===== config.mk =====
export PLATFORM = sky130hd
export DESIGN_NAME = autoconfig_zii_chain
export DESIGN_NICKNAME = d
export VERILOG_FILES = /design/src/rtl/autoconfig_zii_chain.sv
export SDC_FILE = /design/constraint.sdc
export NUM_CORES = 1
export LEC_CHECK = 0
export CAP_MARGIN = 20
export CORE_ASPECT_RATIO = 0.9
export CORE_UTILIZATION = 46
export CTS_CLUSTER_SIZE = 8
export DETAILED_ROUTE_END_ITERATION = 12
export PLACE_DENSITY = 0.9
export SYNTH_ARGS = -nofsm -noshare
export SYNTH_HDL_FRONTEND = slang
export SYNTH_SLANG_ARGS = --single-unit

===== constraint.sdc =====
create_clock -name C7M -period 2.85 [get_ports C7M]
set_clock_uncertainty 0.15 [all_clocks]
set_input_delay 0.285 -clock C7M [delete_from_list [all_inputs] [get_ports C7M]]
set_output_delay 0.285 -clock C7M [all_outputs]
set_load 0.02 [all_outputs]

===== src/rtl/autoconfig_zii_chain.sv =====
// Zorro II AutoConfig responder presenting NUM_BOARDS logical boards, one
// after another, in $E80000 space. Boards whose jumper (BOARD_EN) is off are
// skipped. Each board can be assigned a base or shut up. CFGOUT_n is released
// to the next card only after the last board has been resolved.
// Optional feature macro: AC_ROMVEC_EN (diag ROM flag and vector for boards
// selected by ROM_MASK).
module autoconfig_zii_chain #(
    parameter int                      NUM_BOARDS  = 2,
    parameter logic [15:0]             MANUF_ID    = 16'h082C,
    parameter logic [31:0]             SERIAL      = 32'h0,
    parameter logic [8*NUM_BOARDS-1:0] PROD_IDS    = {8'h02, 8'h01},
    parameter logic [3*NUM_BOARDS-1:0] SIZE_CODES  = {3'b000, 3'b100},
    parameter logic [NUM_BOARDS-1:0]   LINK_MASK   = 2'b01,
    parameter logic [NUM_BOARDS-1:0]   ROM_MASK    = 2'b10,
    parameter logic [15:0]             DIAG_OFFSET = 16'h0000
) (
    input  logic                      C7M,
    input  logic                      RESET_n,
    input  logic                      CFGIN_n,
    input  logic                      AS_CPU_n,
    input  logic                      DS_n,
    input  logic                      RW_n,
    input  logic [7:0]                A_HIGH,
    input  logic [5:0]                A_LOW,
    input  logic [3:0]                D_IN,
    input  logic [NUM_BOARDS-1:0]     BOARD_EN,
    output logic [3:0]                D_OUT,
    output logic                      D_OE,
    output logic [8*NUM_BOARDS-1:0]   BASE,
    output logic [NUM_BOARDS-1:0]     CONFIGURED_n,
    output logic                      CFGOUT_n
);

    localparam logic [1:0] LAST_IDX = 2'(NUM_BOARDS - 1);

    // Register offsets as seen on A[6:1] (byte offset / 2).
    localparam logic [5:0] REG_BASE_HI = 6'h24;
    localparam logic [5:0] REG_BASE_LO = 6'h25;
    localparam logic [5:0] REG_SHUTUP  = 6'h26;

    typedef enum logic [1:0] {
        ST_WAIT,
        ST_SKIP,
        ST_ACTIVE,
        ST_DONE
    } state_t;

    state_t      state, state_next;
    logic [1:0]  idx, idx_next;
    logic [3:0]  base_latch;
    logic        wr_done;
    logic        sel;
    logic        wr_fire;
    logic        do_latch;
    logic        do_assign;
    logic        do_advance;
    logic [7:0]  cur_prod;
    logic [2:0]  cur_size;
    logic        cur_link;
    logic        cur_en;
    logic        cur_rom;
    logic        rom_flag;
    logic [3:0]  rd_nyb;

    assign sel     = (A_HIGH == 8'hE8) & ~AS_CPU_n & ~CFGIN_n & (state == ST_ACTIVE);
    assign wr_fire = sel & ~RW_n & ~DS_n & ~wr_done;
    assign D_OE    = sel & RW_n;
    assign D_OUT   = D_OE ? rd_nyb : 4'hF;

`ifdef AC_ROMVEC_EN
    assign rom_flag = cur_rom;
`else
    logic unused_rom_cfg;
    assign unused_rom_cfg = ^{ROM_MASK, DIAG_OFFSET, cur_rom};
    assign rom_flag       = 1'b0;
`endif

    // Select the parameter slice of the board currently being presented.
    always_comb begin
        cur_prod = 8'h00;
        cur_size = 3'b000;
        cur_link = 1'b0;
        cur_en   = 1'b0;
        cur_rom  = 1'b0;
        for (int i = 0; i < NUM_BOARDS; i++) begin
            if (idx == i[1:0]) begin
                cur_prod = PROD_IDS[i*8 +: 8];
                cur_size = SIZE_CODES[i*3 +: 3];
                cur_link = LINK_MASK[i];
                cur_en   = BOARD_EN[i];
                cur_rom  = ROM_MASK[i];
            end
        end
    end

    // Read nybble for the selected register; everything but $00/$02/$40/$42 is inverted.
    always_comb begin
        rd_nyb = 4'hF;
        case (A_LOW)
            6'd0:  rd_nyb = {2'b11, cur_link, rom_flag};
            6'd1:  rd_nyb = {1'b0, cur_size};
            6'd2:  rd_nyb = ~cur_prod[7:4];
            6'd3:  rd_nyb = ~cur_prod[3:0];
            6'd4:  rd_nyb = ~4'b1000;
            6'd8:  rd_nyb = ~MANUF_ID[15:12];
            6'd9:  rd_nyb = ~MANUF_ID[11:8];
            6'd10: rd_nyb = ~MANUF_ID[7:4];
            6'd11: rd_nyb = ~MANUF_ID[3:0];
            6'd12: rd_nyb = ~SERIAL[31:28];
            6'd13: rd_nyb = ~SERIAL[27:24];
            6'd14: rd_nyb = ~SERIAL[23:20];
            6'd15: rd_nyb = ~SERIAL[19:16];
            6'd16: rd_nyb = ~SERIAL[15:12];
            6'd17: rd_nyb = ~SERIAL[11:8];
            6'd18: rd_nyb = ~SERIAL[7:4];
            6'd19: rd_nyb = ~SERIAL[3:0];
`ifdef AC_ROMVEC_EN
            6'd20: rd_nyb = cur_rom ? ~DIAG_OFFSET[15:12] : 4'hF;
            6'd21: rd_nyb = cur_rom ? ~DIAG_OFFSET[11:8]  : 4'hF;
            6'd22: rd_nyb = cur_rom ? ~DIAG_OFFSET[7:4]   : 4'hF;
            6'd23: rd_nyb = cur_rom ? ~DIAG_OFFSET[3:0]   : 4'hF;
`endif
            6'd32: rd_nyb = 4'h0;
            6'd33: rd_nyb = 4'h0;
            default: rd_nyb = 4'hF;
        endcase
    end

    // Chain sequencing: wait for CFGIN_n, skip absent boards, decode writes, advance.
    always_comb begin
        state_next = state;
        idx_next   = idx;
        do_latch   = 1'b0;
        do_assign  = 1'b0;
        do_advance = 1'b0;
        case (state)
            ST_WAIT: begin
                if (!CFGIN_n) state_next = ST_SKIP;
            end
            ST_SKIP: begin
                if (cur_en) state_next = ST_ACTIVE;
                else        do_advance = 1'b1;
            end
            ST_ACTIVE: begin
                if (wr_fire) begin
                    case (A_LOW)
                        REG_BASE_LO: do_latch = 1'b1;
                        REG_BASE_HI: begin
                            do_assign  = 1'b1;
                            do_advance = 1'b1;
                        end
                        REG_SHUTUP:  do_advance = 1'b1;
                        default:     ;
                    endcase
                end
            end
            ST_DONE: ;
            default: state_next = ST_WAIT;
        endcase
        if (do_advance) begin
            if (idx == LAST_IDX) begin
                state_next = ST_DONE;
            end else begin
                idx_next   = idx + 2'd1;
                state_next = ST_SKIP;
            end
        end
    end

    // State and board index registers.
    always_ff @(posedge C7M or negedge RESET_n) begin
        if (!RESET_n) begin
            state <= ST_WAIT;
            idx   <= 2'd0;
        end else begin
            state <= state_next;
            idx   <= idx_next;
        end
    end

    // One commit per bus cycle: the done flag holds off repeats until AS_CPU_n rises.
    always_ff @(posedge C7M or negedge RESET_n) begin
        if (!RESET_n)      wr_done <= 1'b0;
        else if (AS_CPU_n) wr_done <= 1'b0;
        else if (wr_fire)  wr_done <= 1'b1;
    end

    // Base low-nybble latch, cleared whenever the chain moves to another board.
    always_ff @(posedge C7M or negedge RESET_n) begin
        if (!RESET_n)        base_latch <= 4'h0;
        else if (do_advance) base_latch <= 4'h0;
        else if (do_latch)   base_latch <= D_IN;
    end

    // Record the assigned base and configured flag for the current board.
    always_ff @(posedge C7M or negedge RESET_n) begin
        if (!RESET_n) begin
            BASE         <= '0;
            CONFIGURED_n <= '1;
        end else if (do_assign) begin
            for (int i = 0; i < NUM_BOARDS; i++) begin
                if (idx == i[1:0]) begin
                    BASE[i*8 +: 8]  <= {D_IN, base_latch};
                    CONFIGURED_n[i] <= 1'b0;
                end
            end
        end
    end

    // Release the downstream chain one edge after the last board resolves.
    always_ff @(posedge C7M or negedge RESET_n) begin
        if (!RESET_n)               CFGOUT_n <= 1'b1;
        else if (state == ST_DONE)  CFGOUT_n <= 1'b0;
    end

endmodule


==> impl_metrics.yaml <==
outcome:
  outcome: "finished clean"
grt:
  grt_first_pass_wirelength_mm: 5.84
  first_global_vias: 1347
  grt_antenna_before_repair: 0
  grt.total_usage: 0.205
  grt.overflow.total: 0
  grt_max_degree: 29
die:
  dieWidth_um: 63.5
  ioPinCount: 50
  effective_utilization_at_floorplan: 0.500
  core_mm2: 0.00314
  die_y_um: 57.4
  floorplan.die_area_mm2: 0.00365
  rows: 19
cells_and_area:
  diodes: 0
  layout.cells.most_common: "sky130_fd_sc_hd__clkdlybuf4s50_1"
  areaGrowthSynthToFinish_pct: 41.7
  final_design_area_no_fill_mm2: 0.00222
  commonest_cells_after_routing_fill_and_taps_aside: "sky130_fd_sc_hd__clkdlybuf4s50_1, sky130_fd_sc_hd__dfrtp_1, sky130_fd_sc_hd__mux2_2, sky130_fd_sc_hd__nor2_1, sky130_fd_sc_hd__a21oi_1"
  instances_no_fill: 237
  post_route_cells_drive_above_1_share: 0.215
  finalNetCount: 229
clock_tree:
  path_clk_slew_ns: 0.09
  hold_buffers: 0
  cts_buffer_depth: 2
  insertion_delay_ns: 0.28
  cts.sink_count: 28
  clock_tree.htree_level_count: 1
  cts.repair.resized: 2
  postCtsSetupRepairBufs: 0
  cts_tree: "built"
  cts_root_buffer: "sky130_fd_sc_hd__clkbuf_8"
  cts-buffers-inserted: 3
sta:
  hold_viol: 0
  timing.hold.ws_ns: 0.220
  timing.final.crit_period_ns: 2.61
  post_route_clock_period_utilization: 0.914
  maxSlewViolCount: 0
  max_slew.worst_pin.slew_ns: 0.446
  rsz_0062_raised_after_global_routing: "false"
  clock.fmax_mhz: 384
  setup_tns_ns: 0
  setup_violations: 0
  timing.max_slew.rel_slack: 0.701
synth:
  synth_sequential_area_ratio: 0.449
  mappedNetlistNets: 172
  synthCells: 139
  ys_seq_elements: 28
  synth.distinct_cells: 37
  synthesis.area_mm2: 0.00157
  synth_warnings: 0
  syn_avg_cell_area_um2: 11.3
routing:
  wirelength_mm: 3.51
  wire_per_inst_um: 14.8
  number_of_nets_with_antenna_violations_after_detailed_routing: 0
  num_vias: 1244
  post-route-drc-count: 0
  dr.pass1.iters: 4
  drt_iter0_drc: 51
  number_of_vias_per_cell_after_detailed_routing: 5.25
worst_setup_path:
  crit_path_top_delay_cell: "sky130_fd_sc_hd__dfrtp_1"
  crit_path_cell_chain: "inv_1 > ha_1 > and4_1 > and3_1 > nor3b_1 > buf_4 > o41ai_1 > dlygate4sd2_1"
  timing.critical_path.arrival_ns: 2.17
  timing.critical_path.required_ns: 2.41
  worst_path_max_stage_delay_ns: 0.43
  worst_setup_path_end_kind: "primary output"
  timing.critical_path.fanout_max: 4
  criticalPathCategory: "flop to primary output"
  cp-start-kind: "flop"
worst_hold_path:
  hold_path.class: "input pin to asynchronous set/reset pin"
placement:
  post_dp_cell_area_mm2: 0.00215
  hpwlAfterDp_mm: 2.69
  port-buffer-count: 49
  gpl.final_weighted_congestion: 0.856
  number_of_instances_in_the_placed_design: 233
power_and_ir_drop:
  report.power.total_mw: 0.960
  power.density_mw_per_mm2: 432
  p_leak_nw: 0.980
  vdd_ir_drop_max_mv: 0.385
flow_run:
  maxCapViolations: 0
cell usage after synthesis (all sizes together):
master | number | share of area
dfrtp | 25 | 0.40
mux2 | 18 | 0.13
nor2 | 13 | 0.033
a21oi | 11 | 0.035
nand2 | 8 | 0.019
ha | 7 | 0.056
inv | 7 | 0.017
nor2b | 6 | 0.024
mux2i | 4 | 0.026
o21ai | 4 | 0.013
clkbuf | 3 | 0.0072
dfstp | 3 | 0.050
nand3 | 3 | 0.016
and2 | 2 | 0.0080
and3 | 2 | 0.0080
nand4 | 2 | 0.022
nor3 | 2 | 0.0064
nor3b | 2 | 0.013
nor4b | 2 | 0.030
o31ai | 2 | 0.0096
o41ai | 2 | 0.011
a211o | 1 | 0.0056
and4 | 1 | 0.0056
and4bb | 1 | 0.0080
buf | 1 | 0.0032
nand2b | 1 | 0.0040
o211ai | 1 | 0.0048
o21ba | 1 | 0.0064
o22ai | 1 | 0.013
o311ai | 1 | 0.0056
or3 | 1 | 0.0072
xnor2 | 1 | 0.0056
through the flow:
stage	setup slack, ns	utilization
after floorplan	0.636	-
after global placement	0.0811	0.684
after detailed placement	0.0279	0.684
after CTS	0.00623	0.706
after global routing	0.0735	0.708
final	0.245	0.708
registers in the layout, summed over array words and instances (netlist names):
register / flops
idx: 2
wr_done: 1
BASE: 16
CFGOUT_n: 1
state: 2
CONFIGURED_n: 2
base_latch: 4
path summary, 6_finish.rpt:
path	start	end	slack (ns)	cells past startpoint
max in group asynchronous	RESET_n	CONFIGURED_n[0]	2.03	2
min reg2reg	CFGOUT_n	CFGOUT_n	0.34	1
min in group C7M	CFGOUT_n	CFGOUT_n	0.34	1
max	state[0]	D_OUT[3]	0.24	8
max reg2reg	state[0]	BASE[5]	0.51	7
min	RESET_n	BASE[4]	0.22	2
worst max-delay path: cells and delay by family, from the launching register on:
kind / cells / cell delay, ns
compound gates: 1 / 0.07
fa+ha+maj: 1 / 0.23
buf+inv: 3 / 0.61
flops: 1 / 0.43
simple gates: 3 / 0.56
kinds of logic (layout without fill, tap and decap cells):
family | after synthesis | after routing | synth area share
buffers and inverters | 11 | 67 | 0.0271
AOI/OAI and AO/OA | 24 | 24 | 0.104
xor gates and xnor gates | 1 | 1 | 0.00559
adders and majority gates | 7 | 7 | 0.0559
muxes | 22 | 22 | 0.155
and+or+nand+nor | 46 | 46 | 0.204
DFF | 28 | 28 | 0.449
metal layers:
metal / up-vias / global-route usage / part of all wire
li1: 606 / - / -
met1: 582 / 0.227 / 0.40
met2: 53 / 0.395 / 0.51
met3: 3 / 0.0480 / 0.084
met4: 0 / 0.0487 / 0.0094
met5: - / 0 / 0
area by class of cell:
| class | instances | area (um2) |
|---|---|---|
| Fill cell | 237 | 917 |
| Multi-Input combinational cell | 100 | 821 |
| Sequential cell | 28 | 704 |
| Timing Repair Buffer | 56 | 546 |
| Tap cell | 42 | 52.6 |
| Clock buffer | 3 | 41.3 |
| Clock inverter | 1 | 30.0 |
| Inverter | 7 | 26.3 |
report_power, final:
group	switching [mW]	internal [mW]	total, mW
clock	0.119	0.188	0.307
sequential	0.0166	0.412	0.428
combinational	0.123	0.101	0.224
(Power assumes the default switching activity.)
